File: src/rtl/logic_pipe_unit.sv
// logic_pipe_unit: pipelined bitwise logic unit (AND/OR/XOR/NOR) with result
// flags, a valid/ready handshake and full backpressure.
// Parameters: WIDTH (operand width, >= 1), STAGES (pipeline depth, 1..4).
// Optional feature: define LOGIC_PIPE_PARITY_EN to add out_parity, the
// XOR-reduction of the result, carried through the pipeline like the flags.
module logic_pipe_unit #(
   parameter int WIDTH  = 32,
   parameter int STAGES = 2
) (
   input  logic             clock,
   input  logic             reset_n,
   input  logic             in_valid,
   output logic             in_ready,
   input  logic [1:0]       in_op,
   input  logic [WIDTH-1:0] in_a,
   input  logic [WIDTH-1:0] in_b,
   output logic             out_valid,
   input  logic             out_ready,
   output logic [WIDTH-1:0] out_result,
   output logic             out_zero,
   output logic             out_ones,
`ifdef LOGIC_PIPE_PARITY_EN
   output logic             out_parity,
`endif
   output logic [2:0]       occupancy,
   output logic             busy
);

   typedef enum logic [1:0] {
      OP_AND = 2'b00,
      OP_OR  = 2'b01,
      OP_XOR = 2'b10,
      OP_NOR = 2'b11
   } op_e;

   // Everything a stage carries; flags are resolved once at stage 0.
   typedef struct packed {
      logic [WIDTH-1:0] result;
      logic             zero;
      logic             ones;
`ifdef LOGIC_PIPE_PARITY_EN
      logic             parity;
`endif
   } beat_t;

   beat_t             data_q [STAGES];
   logic [STAGES-1:0] valid_q;
   logic [STAGES-1:0] take;     // stage may load this cycle
   logic [STAGES-1:0] adv;      // stage hands its beat onward this cycle
   logic [WIDTH-1:0]  res_d;
   beat_t             beat_d;
   logic              accept;
   logic              retire;
   logic [2:0]        occ_q;

   // Stage-0 payload: operation and flags computed ahead of capture.
   always_comb begin
      // NOTE: every variable gets a default before the case so no latch is inferred.
      res_d = '0;
      case (op_e'(in_op))
         OP_AND:  res_d = in_a & in_b;
         OP_OR:   res_d = in_a | in_b;
         OP_XOR:  res_d = in_a ^ in_b;
         OP_NOR:  res_d = ~(in_a | in_b);
         default: res_d = '0;
      endcase
      beat_d        = '0;
      beat_d.result = res_d;
      beat_d.zero   = ~|res_d;
      beat_d.ones   = &res_d;
`ifdef LOGIC_PIPE_PARITY_EN
      beat_d.parity = ^res_d;
`endif
   end

   // Ready chain from out_ready back to stage 0; a full stage may still load
   // when it is emptying in the same cycle, so there are no bubbles.
   always_comb begin
      adv  = '0;
      take = '0;
      adv[STAGES-1]  = valid_q[STAGES-1] & out_ready;
      take[STAGES-1] = ~valid_q[STAGES-1] | adv[STAGES-1];
      for (int k = STAGES - 2; k >= 0; k--) begin
         adv[k]  = valid_q[k] & take[k+1];
         take[k] = ~valid_q[k] | adv[k];
      end
   end

   assign in_ready = take[0];
   assign accept   = in_valid & take[0];
   assign retire   = adv[STAGES-1];

   // Pipeline registers: a stage that cannot load holds valid and data.
   always_ff @(posedge clock or negedge reset_n) begin
      if (!reset_n) begin
         valid_q <= '0;
         // NOTE: the stage array is a handful of flops, not RAM, so clearing it on reset is cheap and keeps out_result at 0 after reset.
         for (int k = 0; k < STAGES; k++) data_q[k] <= '0;
      end else begin
         // NOTE: non-blocking assignments so each stage reads its predecessor's pre-edge value.
         if (take[0]) valid_q[0] <= in_valid;
         if (accept)  data_q[0]  <= beat_d;
         for (int k = 1; k < STAGES; k++) begin
            if (take[k])  valid_q[k] <= adv[k-1];
            if (adv[k-1]) data_q[k]  <= data_q[k-1];
         end
      end
   end

   // Occupancy counter: +1 on accept-only, -1 on retire-only.
   always_ff @(posedge clock or negedge reset_n) begin
      if (!reset_n) begin
         occ_q <= '0;
      end else begin
         occ_q <= occ_q + {2'b00, accept} - {2'b00, retire};
      end
   end

   assign out_valid  = valid_q[STAGES-1];
   assign out_result = data_q[STAGES-1].result;
   assign out_zero   = out_valid & data_q[STAGES-1].zero;
   assign out_ones   = out_valid & data_q[STAGES-1].ones;
`ifdef LOGIC_PIPE_PARITY_EN
   assign out_parity = out_valid & data_q[STAGES-1].parity;
`endif
   assign occupancy  = occ_q;
   assign busy       = (occ_q != 3'd0);

endmodule
File: config.mk
export PLATFORM = sky130hd
export DESIGN_NAME = logic_pipe_unit
export DESIGN_NICKNAME = d
export VERILOG_FILES = /design/src/rtl/logic_pipe_unit.sv
export SDC_FILE = /design/constraint.sdc
export NUM_CORES = 1
export LEC_CHECK = 0
export BUFFER_PORTS_ARGS = -buffer_cell sky130_fd_sc_hd__buf_4
export CAP_MARGIN = 20
export CORE_UTILIZATION = 40
export CTS_CLUSTER_SIZE = 20
export DETAILED_ROUTE_END_ITERATION = 6
export PLACE_DENSITY = 0.72
export SYNTH_ARGS = -nofsm -noshare
export SYNTH_HDL_FRONTEND = slang
export SYNTH_SLANG_ARGS = --single-unit
File: constraint.sdc
create_clock -name clock -period 6.25 [get_ports clock]
set_input_delay 1.25 -clock clock [delete_from_list [all_inputs] [get_ports clock]]
set_output_delay 1.25 -clock clock [all_outputs]
set_load 0.005 [all_outputs]
# Yosys cells after proc, flatten, opt, wreduce, memory -nomap -nowiden
# Cells that the tools add are included.
[totals]
ff_bits = 73
latchBits = 0
mem_bits_rw = 0
rom_bits = 0
inputBits = 70
elab_cells = 33
memories = 0
[op_classes]
n_addsub = 2
multipliers = 0
div = 0
magnitude_cmp = 0
eq_ne = 3
shift = 0
n_mux = 1
bitwise_logic = 13
n_reduce_logical = 5
[op_table]
columns = ["operator", "count"]
rows = [
  ["one-hot mux 32 bit (4 select lines)", 1],
  ["AND 32 bit", 1],
  ["NOT 32 bit", 1],
  ["bitwise OR 32 bit", 1],
  ["AND reduction 32 bit", 1],
  ["OR reduction 32 bit", 1],
  ["bitwise XOR 32 bit", 1],
  ["AND 1 bit", 5],
  ["== test 2 bit, second input constant", 2],
  ["adder 3 x 1 -> 3 bit", 1],
  ["nonzero test 3 bit", 1],
  ["subtractor 3 x 1 -> 3 bit", 1],
  ["== test 2 x 1 -> 1 bit, second input constant", 1],
  ["logical NOT 2 bit", 1],
  ["NOT 1 bit", 2],
  ["bitwise OR 1 bit", 2],
  ["logical NOT 1 bit", 1],
]

# Depth between registers and ports, before layout
# Gate-level depths: netlist (run 1).
[logic_depth]
depth_word = 7
mapped_depth = 10
mapped_depth_nobuf = 9

# Worst setup path before layout (run 1)
# Ideal clock, no wire load.
[synth_path]
kind = "input to register"
start = "input out_ready"
end = "register occ_q[2] (netlist: occupancy[2])"
t_arrival_ns = 2.989
t_required_ns = 6.127
setup_slack_ns = 3.137
path_stages = 10
n_path_buf = 1
path_cell_list = "nand3b_1 > nand2_1 > clkbuf_1 > ha_1 > inv_1 > ha_1 > inv_1 > fa_1 > xnor2_1 > xnor2_1"
[synth_via]
elab_chain_len = 7
[synth_rtl]
columns = ["element", "line_no", "text"]
rows = [
  ["start, declared", "18", "input logic out_ready,"],
  ["AND 1 bit (*)", "81", "adv[STAGES-1] = valid_q[STAGES-1] & out_ready;"],
  ["bitwise OR 1 bit", "82", "take[STAGES-1] = ~valid_q[STAGES-1] | adv[STAGES-1];"],
  ["AND 1 bit", "84", "adv[k] = valid_q[k] & take[k+1];"],
  ["bitwise OR 1 bit", "85", "take[k] = ~valid_q[k] | adv[k];"],
  ["AND 1 bit", "90", "assign accept = in_valid & take[0];"],
  ["adder 3 x 1 -> 3 bit", "115", "occ_q <= occ_q + {2'b00, accept} - {2'b00, retire};"],
  ["subtractor 3 x 1 -> 3 bit (*)", "115", ""],
  ["end signal, assigned", "115", ""],
  ["end, declared", "54", "logic [2:0] occ_q;"],
]
# Mark *: on every way between the ends. The rest lies on a longest branch, timed or not.
# A chain may end at the register's enable or synchronous reset.

# Worst setup path after layout (run 1)
[layout_path]
start = "input in_op[0]"
end = "register data_q[35] (netlist bit)"
[layout_via]
elab_chain_len = 4
[layout_rtl]
columns = ["element", "line_no", "text"]
rows = [
  ["start, declared", "14", "input logic [1:0] in_op,"],
  ["== test 2 bit, or another cell as far along", "60", "case (op_e'(in_op))"],
  ["one-hot mux 32 bit (4 select lines) (*)", "60", ""],
  ["OR reduction 32 bit (*)", "69", "beat_d.zero = ~|res_d;"],
  ["logical NOT 1 bit (*)", "69", ""],
  ["end signal, assigned by index", "105", "if (adv[k-1]) data_q[k] <= data_q[k-1];"],
  ["end, declared", "46", "beat_t data_q [STAGES];"],
]
# Marked as above.

==> results of run 1 <==
## critical path, delay by kind of cell
family,cells,cell delay (ns)
simple gates,3,0.88
buf+inv,1,0.59
compound gates,2,0.72
## report_power, final
part           switching (µW)  internal, µW
Sequential               66.3           578
Clock                     169           278
Combinational             184           232
## sequential cells by signal (all words and copies together) (netlist names)
register    cells
out_result     32
data_q         36
occupancy       3
valid_q         2
## placed cells by master (no fill, tap or decap)
| cell type | instances |
|---|---|
| sky130_fd_sc_hd__buf_4 | 110 |
| sky130_fd_sc_hd__dfrtp_1 | 73 |
| sky130_fd_sc_hd__inv_1 | 67 |
| sky130_fd_sc_hd__ha_1 | 66 |
| sky130_fd_sc_hd__nor2b_1 | 64 |
| sky130_fd_sc_hd__o21ai_0 | 64 |
| sky130_fd_sc_hd__nand2_1 | 35 |
| sky130_fd_sc_hd__mux2_2 | 34 |
| sky130_fd_sc_hd__o31ai_1 | 33 |
| sky130_fd_sc_hd__nor2_1 | 32 |
| sky130_fd_sc_hd__nand4_1 | 10 |
| sky130_fd_sc_hd__clkbuf_16 | 9 |
| sky130_fd_sc_hd__nor4_1 | 8 |
| sky130_fd_sc_hd__clkbuf_1 | 5 |
| sky130_fd_sc_hd__and2_1 | 3 |
| sky130_fd_sc_hd__nand2b_1 | 3 |
| sky130_fd_sc_hd__xnor2_1 | 2 |
| sky130_fd_sc_hd__or4_1 | 2 |
| sky130_fd_sc_hd__nand3b_1 | 1 |
| sky130_fd_sc_hd__nand2_2 | 1 |
| sky130_fd_sc_hd__or3_1 | 1 |
| sky130_fd_sc_hd__o31ai_2 | 1 |
| sky130_fd_sc_hd__fa_1 | 1 |
| sky130_fd_sc_hd__clkbuf_8 | 1 |
| sky130_fd_sc_hd__buf_12 | 1 |
## layout make-up
type / count / area [µm²] / area share [%]
multi-input cells: 361 / 2660 / 44.0
flip-flops and latches: 73 / 1830 / 30.2
repair buffers: 111 / 846 / 14.0
clock buffers: 15 / 258 / 4.26
inverters: 67 / 251 / 4.15
well taps: 168 / 210 / 3.47
## cells by family (layout without fill, tap and decap cells)
family	Yosys count	in the layout	synth area share [%]
mux	34	34	7.52
flops	73	73	35.9
xor+xnor	2	2	0.344
fa+ha+maj	67	67	16.6
buf+inv	126	193	11.9
simple gates	160	160	16.4
compound gates	98	98	11.4
## worst paths after layout
| path | from | end | slack (ns) |
|---|---|---|---|
| hold reg to reg | data_q[40] | data_q[40] | 0.47 |
| min in group asynchronous | reset_n | out_result[17] | 1.05 |
| setup reg to reg | valid_q[1] | occupancy[2] | 4.23 |
| hold / removal | data_q[40] | data_q[40] | 0.47 |
| max in group asynchronous | reset_n | out_result[30] | 4.62 |
| setup / recovery | in_op[0] | data_q[35] | 3.03 |
## per-layer routing
layer	global-route usage (%)	vias up	wire length (µm)
met5	0	-	0
met4	5.19	0	109
met3	3.11	6	435
met2	25.9	95	4770
met1	23.0	1804	4900
li1	-	1937	-
## metrics by stage
step	instance area, µm²	utilization, %
after CTS	6040	49.4
after floorplan	5090	-
final	6060	49.6
after global routing	6060	49.6
after global placement	5780	47.3
after detailed placement	5780	47.3
==> flow_summary.yaml, run 1 <==
logic_synthesis:
  synth_area_leaders: "sky130_fd_sc_hd__dfrtp_1, sky130_fd_sc_hd__ha_1, sky130_fd_sc_hd__nor2b_1"
  synth.distinct_cells: 24
  synth_enable_flop_cells: 0
  synth_largest_area_cell: "sky130_fd_sc_hd__dfrtp_1"
  synth_top_cells_by_count: "sky130_fd_sc_hd__dfrtp_1, sky130_fd_sc_hd__inv_1, sky130_fd_sc_hd__ha_1"
  async_flop_share_pct: 100
  ys_warn_count: 0
  synth.yosys.seq_area_share_pct: 35.9
  syn_area_per_cell_um2: 9.10
  synth.most_common_cell: "sky130_fd_sc_hd__dfrtp_1"
  synth_cells: 560
  syn_nets: 697
  flip_flop_and_latch_count_after_synthesis: 73
  syn-cell-area_um2: 5090
  yosys.area.top_type_share_pct: 35.9
  synth_flop_cell: "sky130_fd_sc_hd__dfrtp_1"
run:
  cap_viol_max_count: 0
floorplan:
  pin_count: 110
  fp.coreArea_um2: 12200
  fp.dieW_um: 115
  die_area_um2: 13200
  initial_utilization_pct: 41.7
  num_rows: 40
  die_height_um: 115
clock_tree:
  clock_tree.buffer_depth: 2
  clk_transition_reported_paths_ns: 0.05
  cts-hold-fix-buffers: 0
  postCtsResizedCells: 0
  clock_latency_ns: 0.32
  cts_root_buffer: "sky130_fd_sc_hd__clkbuf_16"
  number_of_clock_buffers_inserted_by_tritoncts: 9
  tritoncts: "built"
  clock_sinks: 73
  ctsHtreeMaxLevel: 3
  postCtsSetupBuffers: 0
timing:
  post-route-min-period_ns: 3.22
  report.final.hold_viol_count: 0
  setup-violations-final: 0
  min_period_over_period_pct: 51.5
  rsz0062_at_grt: "false"
  post-route-worst-setup-slack_ns: 3.03
  maxSlewHeadroom_pct: 40.9
  clock-skew-final_ns: 0.00220
  fin_hold_ws_ns: 0.474
  finalMaxSlewViolations: 0
  achievable-frequency_mhz: 311
  setup-tns-final_ns: 0
  max_slew.worst_pin.slew_ns: 0.887
min_path:
  path_type_of_the_worst_min_delay_path: "reg2reg"
  worstHoldPathCells: 2
setup_path:
  critPathArrivalTime_ns: 3.45
  biggest_cell_delay_along_the_critical_path_ns: 0.59
  endpoint_kind: "flip-flop"
  critPathLaunchType: "primary input"
  worstRegToRegCells: 9
  critical_path.cell_chain: "buf_4, nor2b_1, o31ai_1, nand4_1, or4_1, o31ai_2"
  crit_path_max_fanout: 96
  critical_path.slowest_cell: "sky130_fd_sc_hd__buf_4"
  critical_path_class: "in2reg"
  worst-endpoint-required_ns: 6.49
final_layout:
  area.growth.synth_to_final_pct: 18.9
  final_cell_count_no_fill: 795
  filler_cell_count: 1172
  antennaDiodeCount: 0
  nNetsFinal: 760
  drive_above_1_share_pct: 25.0
grt:
  antenna_found_initial: 0
  grt_start_max_net_pins: 97
  grt-ovfl-total: 0
  grt_pass1_wl_mm: 17.0
  grt.total_usage_pct: 16.5
  via_count_of_the_first_global_routing_pass: 3614
routing:
  ant_nets: 0
  dr_total_vias: 3842
  routed_via_density: 4.83
  firstDrtPassIters: 5
  drt_wl_total_mm: 10.2
  drtIter0Drc: 189
  wl_per_cell_um: 12.8
  drc_errors: 0
power:
  report.power.total_uw: 1510
  max-vdd-ir-drop_uv: 132
  leakagePower_uw: 0.00306
  power_density_nw_per_um2: 249
outcome:
  status: "finished, final reports clean"
place:
  routability_driven_placement_congestion_ratio: 0.727
  place_hpwl_mm: 8.00
  port-buffer-count: 109
  post-place-ws_ns: 2.47
  post-place-cells: 779
Note: power is estimated with default switching activity, not from simulation.
==> run 2, diff against run 1 <==
--- a/config.mk
+++ b/config.mk
@@ -10,7 +10,7 @@
 export CORE_UTILIZATION = 40
 export CTS_CLUSTER_SIZE = 20
 export DETAILED_ROUTE_END_ITERATION = 6
-export PLACE_DENSITY = 0.72
+export PLACE_DENSITY = 0.74
 export SYNTH_ARGS = -nofsm -noshare
 export SYNTH_HDL_FRONTEND = slang
 export SYNTH_SLANG_ARGS = --single-unit
==> constraint.sdc (replaced) <==
create_clock -name clock -period 2.8 [get_ports clock]
set_input_delay 0.56 -clock clock [delete_from_list [all_inputs] [get_ports clock]]
set_output_delay 0.56 -clock clock [all_outputs]
set_load 0.005 [all_outputs]
==> flow_summary.yaml, run 2 (synthesis results as in run 1) <==
timing:
  max_slew.worst_pin.slew_ns: 0.895
  min_period_over_period_pct: 84.1
  rsz0062_at_grt: "false"
  post-route-min-period_ns: 2.35
  maxSlewHeadroom_pct: 40.3
  clock-skew-final_ns: 0.00407
  setup-tns-final_ns: 0
  setup-violations-final: 0
  report.final.hold_viol_count: 0
  achievable-frequency_mhz: 425
  finalMaxSlewViolations: 0
routing:
  drt_wl_total_mm: 10.5
  firstDrtPassIters: 4
  wl_per_cell_um: 13.1
  ant_nets: 0
  drtIter0Drc: 197
  drc_errors: 0
  dr_total_vias: 3871
  routed_via_density: 4.84
clock_tree:
  clock_sinks: 73
  clock_latency_ns: 0.32
  postCtsResizedCells: 0
  cts_root_buffer: "sky130_fd_sc_hd__clkbuf_16"
  clock_tree.buffer_depth: 2
  clk_transition_reported_paths_ns: 0.06
  tritoncts: "built"
  cts-hold-fix-buffers: 0
  number_of_clock_buffers_inserted_by_tritoncts: 9
  ctsHtreeMaxLevel: 3
  postCtsSetupBuffers: 0
setup_path:
  ff2ff_setup_slack_ns: 0.88
  critPathLaunchType: "primary input"
  worst-endpoint-required_ns: 3.04
  critical_path_class: "in2reg"
  endpoint_kind: "flip-flop"
  crit_path_max_fanout: 51
  critPathArrivalTime_ns: 2.59
  critical_path.slowest_cell: "sky130_fd_sc_hd__or4_1"
  biggest_cell_delay_along_the_critical_path_ns: 0.56
  path_depth: 8
  worstRegToRegCells: 9
  critical_path.cell_chain: "buf_4, buf_12, nor2b_1, o21ai_0, o31ai_1, nand4_1, or4_1, o31ai_2"
  cp_top_family: "simple AND/OR/NAND/NOR gates"
  number_of_buffers_and_inverters_on_the_critical_path: 2
final_layout:
  antennaDiodeCount: 0
  largest_register_ff_count: 36
  fin_area_um2: 6150
  nNetsFinal: 764
  filler_cell_count: 1146
  max_flop_register: "data_q"
  most-common-layout-cells: "sky130_fd_sc_hd__buf_4, sky130_fd_sc_hd__dfrtp_1, sky130_fd_sc_hd__inv_1, sky130_fd_sc_hd__ha_1"
  area.growth.synth_to_final_pct: 20.7
  drive_above_1_share_pct: 26.3
  most_frequent_standard_cell_in_the_layout_excluding_fill_and_tap_cells: "sky130_fd_sc_hd__buf_4"
grt:
  antenna_found_initial: 0
  grt-ovfl-total: 0
  grt_start_max_net_pins: 74
  grt_pass1_wl_mm: 17.4
  via_count_of_the_first_global_routing_pass: 3814
  grt.total_usage_pct: 16.7
place:
  place_hpwl_mm: 8.26
  place_area_um2: 5830
  port-buffer-count: 109
  routability_driven_placement_congestion_ratio: 0.806
floorplan:
  fp.dieW_um: 115
  pin_count: 110
  num_rows: 40
  fp.coreArea_um2: 12200
  initial_utilization_pct: 41.7
  die_area_um2: 13200
  die_height_um: 115
power:
  power.share.clock_pct: 33.6
  power_density_nw_per_um2: 582
  power_frac_comb_pct: 26.3
  seq_power_share_pct: 40.1
  leakagePower_uw: 0.00310
  max-vdd-ir-drop_uv: 277
  report.power.total_uw: 3580
  internal_power_uw: 2600
  p_switching_uw: 979
  switching_share_pct: 27.4
min_path:
  path_type_of_the_worst_min_delay_path: "in2async"
run:
  cap_viol_max_count: 0
outcome:
  status: "finished, final reports clean"
==> run 2: changes by cell type in the layout (fill, tap and decap cells not counted) <==
cell / previous run / this run
sky130_fd_sc_hd__buf_4: 110 / 114
sky130_fd_sc_hd__bufinv_16: 0 / 2
sky130_fd_sc_hd__clkbuf_1: 5 / 1
sky130_fd_sc_hd__clkbuf_8: 1 / 0
sky130_fd_sc_hd__clkinv_2: 0 / 1
sky130_fd_sc_hd__clkinv_4: 0 / 1
sky130_fd_sc_hd__clkinvlp_4: 0 / 1
sky130_fd_sc_hd__inv_6: 0 / 1
==> run 2: power by group through the flow <==
| stage | clock network [µW] | logic, µW | registers [µW] |
|---|---|---|---|
| after floorplan | 0 | 668 | 1400 |
| after global placement | 0 | 915 | 1440 |
| after detailed placement | 0 | 949 | 1460 |
| after CTS | 1240 | 955 | 1440 |
| after global routing | 1290 | 1060 | 1460 |
| final | 1200 | 940 | 1430 |
==> run 2: through the flow <==
step / util (%) / hold WS (ns) / std cells / setup slack (ns)
6_report: 50.3 / 0.353 / 800 / 0.445
5_1_grt: 50.3 / 0.440 / 800 / 0.204
4_1_cts: 50.3 / 0.396 / 800 / 0.453
3_5_place_dp: 47.7 / 0.468 / 784 / 0.115
3_3_place_gp: 47.7 / 0.460 / 784 / 0.201
2_1_floorplan: - / 0.264 / 560 / 0.377
==> run 2: area by class of cell <==
cell class	instances	area (µm²)	area share, %
sequential	73	1830	29.7
clock buffer	10	229	3.72
multi-input combinational	361	2660	43.3
timing repair buffer	115	876	14.2
tap	168	210	3.42
inverter	67	251	4.09
clock inverter	6	90.1	1.47
==> run 2: worst register-to-register path, stage by stage, from the launching register on <==
cell and delay (ns):
sky130_fd_sc_hd__dfrtp_1 0.42, sky130_fd_sc_hd__nand3b_1 0.15, sky130_fd_sc_hd__nand2_2 0.08, sky130_fd_sc_hd__ha_1 0.29, sky130_fd_sc_hd__inv_1 0.06, sky130_fd_sc_hd__ha_1 0.13
sky130_fd_sc_hd__inv_1 0.05, sky130_fd_sc_hd__fa_1 0.37, sky130_fd_sc_hd__xnor2_1 0.14, sky130_fd_sc_hd__xnor2_1 0.13
==> run 2: layer usage <==
metal	track usage, %	vias up	routed length (µm)
li1	-	1956	-
met1	21.3	1796	4890
met2	26.3	94	4770
met3	3.80	25	499
met4	9.52	0	323
met5	0	-	0
==> run 2: final timing paths <==
check,from,to
setup / recovery,in_op[0],data_q[35]
hold / removal,reset_n,out_result[16]
setup reg to reg,valid_q[1],occupancy[2]
hold reg to reg,data_q[46],data_q[46]
max in group asynchronous,reset_n,out_result[0]
min in group clock,in_valid,valid_q[0]
==> run 3, diff against run 2 <==
==> constraint.sdc (replaced) <==
create_clock -name clock -period 2.15 [get_ports clock]
set_input_delay 0.43 -clock clock [delete_from_list [all_inputs] [get_ports clock]]
set_output_delay 0.43 -clock clock [all_outputs]
set_load 0.005 [all_outputs]
==> flow_summary.yaml, run 3 (synthesis results as in run 1) <==
clock_tree:
  clock_tree.buffer_depth: 2
  ctsHtreeMaxLevel: 3
  postCtsSetupBuffers: 0
  cts-hold-fix-buffers: 0
  clock_sinks: 73
  cts_root_buffer: "sky130_fd_sc_hd__clkbuf_16"
  tritoncts: "built"
  postCtsResizedCells: 0
  clock_latency_ns: 0.32
  number_of_clock_buffers_inserted_by_tritoncts: 9
  clk_transition_reported_paths_ns: 0.05
grt:
  grt_pass1_wl_mm: 17.7
  grt-ovfl-total: 0
  antenna_found_initial: 0
  via_count_of_the_first_global_routing_pass: 3861
  grt_start_max_net_pins: 74
  grt.total_usage_pct: 16.8
outcome:
  status: "finished, final reports clean"
timing:
  achievable-frequency_mhz: 501
  max_slew.worst_pin.slew_ns: 0.880
  post-route-worst-setup-slack_ns: 0.154
  finalMaxSlewViolations: 0
  post-route-min-period_ns: 2.00
  maxSlewHeadroom_pct: 41.3
  min_period_over_period_pct: 92.8
  report.final.hold_viol_count: 0
  clock-skew-final_ns: 0.00365
  rsz0062_at_grt: "false"
  setup-violations-final: 0
routing:
  routed_via_density: 4.75
  ant_nets: 0
  drtIter0Drc: 157
  drc_errors: 0
  dr_total_vias: 3972
  drt_wl_total_mm: 10.6
  wl_per_cell_um: 12.6
  firstDrtPassIters: 4
floorplan:
  fp.coreArea_um2: 12200
  die_area_um2: 13200
  fp.dieW_um: 115
  die_height_um: 115
  pin_count: 110
  num_rows: 40
  initial_utilization_pct: 41.7
final_layout:
  drive_above_1_share_pct: 30.3
  most-common-layout-cells: "sky130_fd_sc_hd__buf_4, sky130_fd_sc_hd__dfrtp_1, sky130_fd_sc_hd__inv_1, sky130_fd_sc_hd__ha_1"
  antennaDiodeCount: 0
  area.growth.synth_to_final_pct: 26.7
  max_flop_register: "data_q"
  largest_register_ff_count: 36
  filler_cell_count: 1101
  nNetsFinal: 801
  most_frequent_standard_cell_in_the_layout_excluding_fill_and_tap_cells: "sky130_fd_sc_hd__buf_4"
setup_path:
  endpoint_kind: "flip-flop"
  critPathLaunchType: "primary input"
  critical_path_class: "in2reg"
  worst-endpoint-required_ns: 2.39
  crit_path_max_fanout: 37
  critPathArrivalTime_ns: 2.23
power:
  power_density_nw_per_um2: 725
  report.power.total_uw: 4680
  max-vdd-ir-drop_uv: 438
  leakagePower_uw: 0.00329
run:
  cap_viol_max_count: 0
place:
  post-place-ws_ns: -0.205
  port-buffer-count: 109
  routability_driven_placement_congestion_ratio: 0.827
  place_hpwl_mm: 8.44
min_path:
  path_type_of_the_worst_min_delay_path: "in2async"
run 3: worst paths after layout:
check / startpoint / endpoint / slack (ns) / depth (start not counted)
worst max-delay path: in_op[0] / data_q[35] / 0.15 / 8
min in group clock: in_valid / valid_q[0] / 0.33 / 2
worst max register to register: valid_q[1] / occupancy[2] / 0.22 / 9
worst min register to register: data_q[40] / data_q[40] / 0.48 / 2
worst min-delay path: reset_n / data_q[52] / 0.23 / 1
max in group asynchronous: reset_n / out_result[29] / 1.35 / 1
run 3: routing by layer:
metal | GRT usage, % | up-vias | wire length, µm
met5 | 0 | - | 0
met4 | 6.93 | 0 | 257
met3 | 3.06 | 18 | 459
met2 | 27.6 | 86 | 4870
met1 | 21.7 | 1842 | 4960
li1 | - | 2026 | -
run 3: worst max-delay path, stage by stage:
cell and delay (ns):
sky130_fd_sc_hd__buf_4 0.25, sky130_fd_sc_hd__buf_12 0.22, sky130_fd_sc_hd__nor2b_1 0.20, sky130_fd_sc_hd__o21ai_0 0.13, sky130_fd_sc_hd__o31ai_1 0.11, sky130_fd_sc_hd__nand4_1 0.13, sky130_fd_sc_hd__or4_1 0.57, sky130_fd_sc_hd__o31ai_2 0.18
run 3: final cells by class:
type / count / area [µm²] / share of cell area [%]
multi-input cells: 361 / 2660 / 41.3
well taps: 168 / 210 / 3.26
inverters: 67 / 251 / 3.90
clock buffers: 12 / 256 / 3.98
flip-flops and latches: 73 / 1830 / 28.3
repair buffers: 152 / 1190 / 18.5
clock inverters: 4 / 51.3 / 0.795
run 3: per-stage QoR:
step	hold WS (ns)	instance area (µm²)	TNS, ns	cells	util (%)
final	0.227	6450	0	837	52.8
after CTS	0.263	6450	0	837	52.8
after detailed placement	0.470	6140	-0.348	821	50.3
after floorplan	0.134	5100	0	560	-
after global placement	0.461	6140	-0.225	821	50.3
after global routing	0.305	6450	0	837	52.8
run 3: report_power, final:
part / internal, µW / switching [µW] / total [µW]
combinational: 769 / 560 / 1330
sequential: 1680 / 182 / 1860
clock: 961 / 528 / 1490
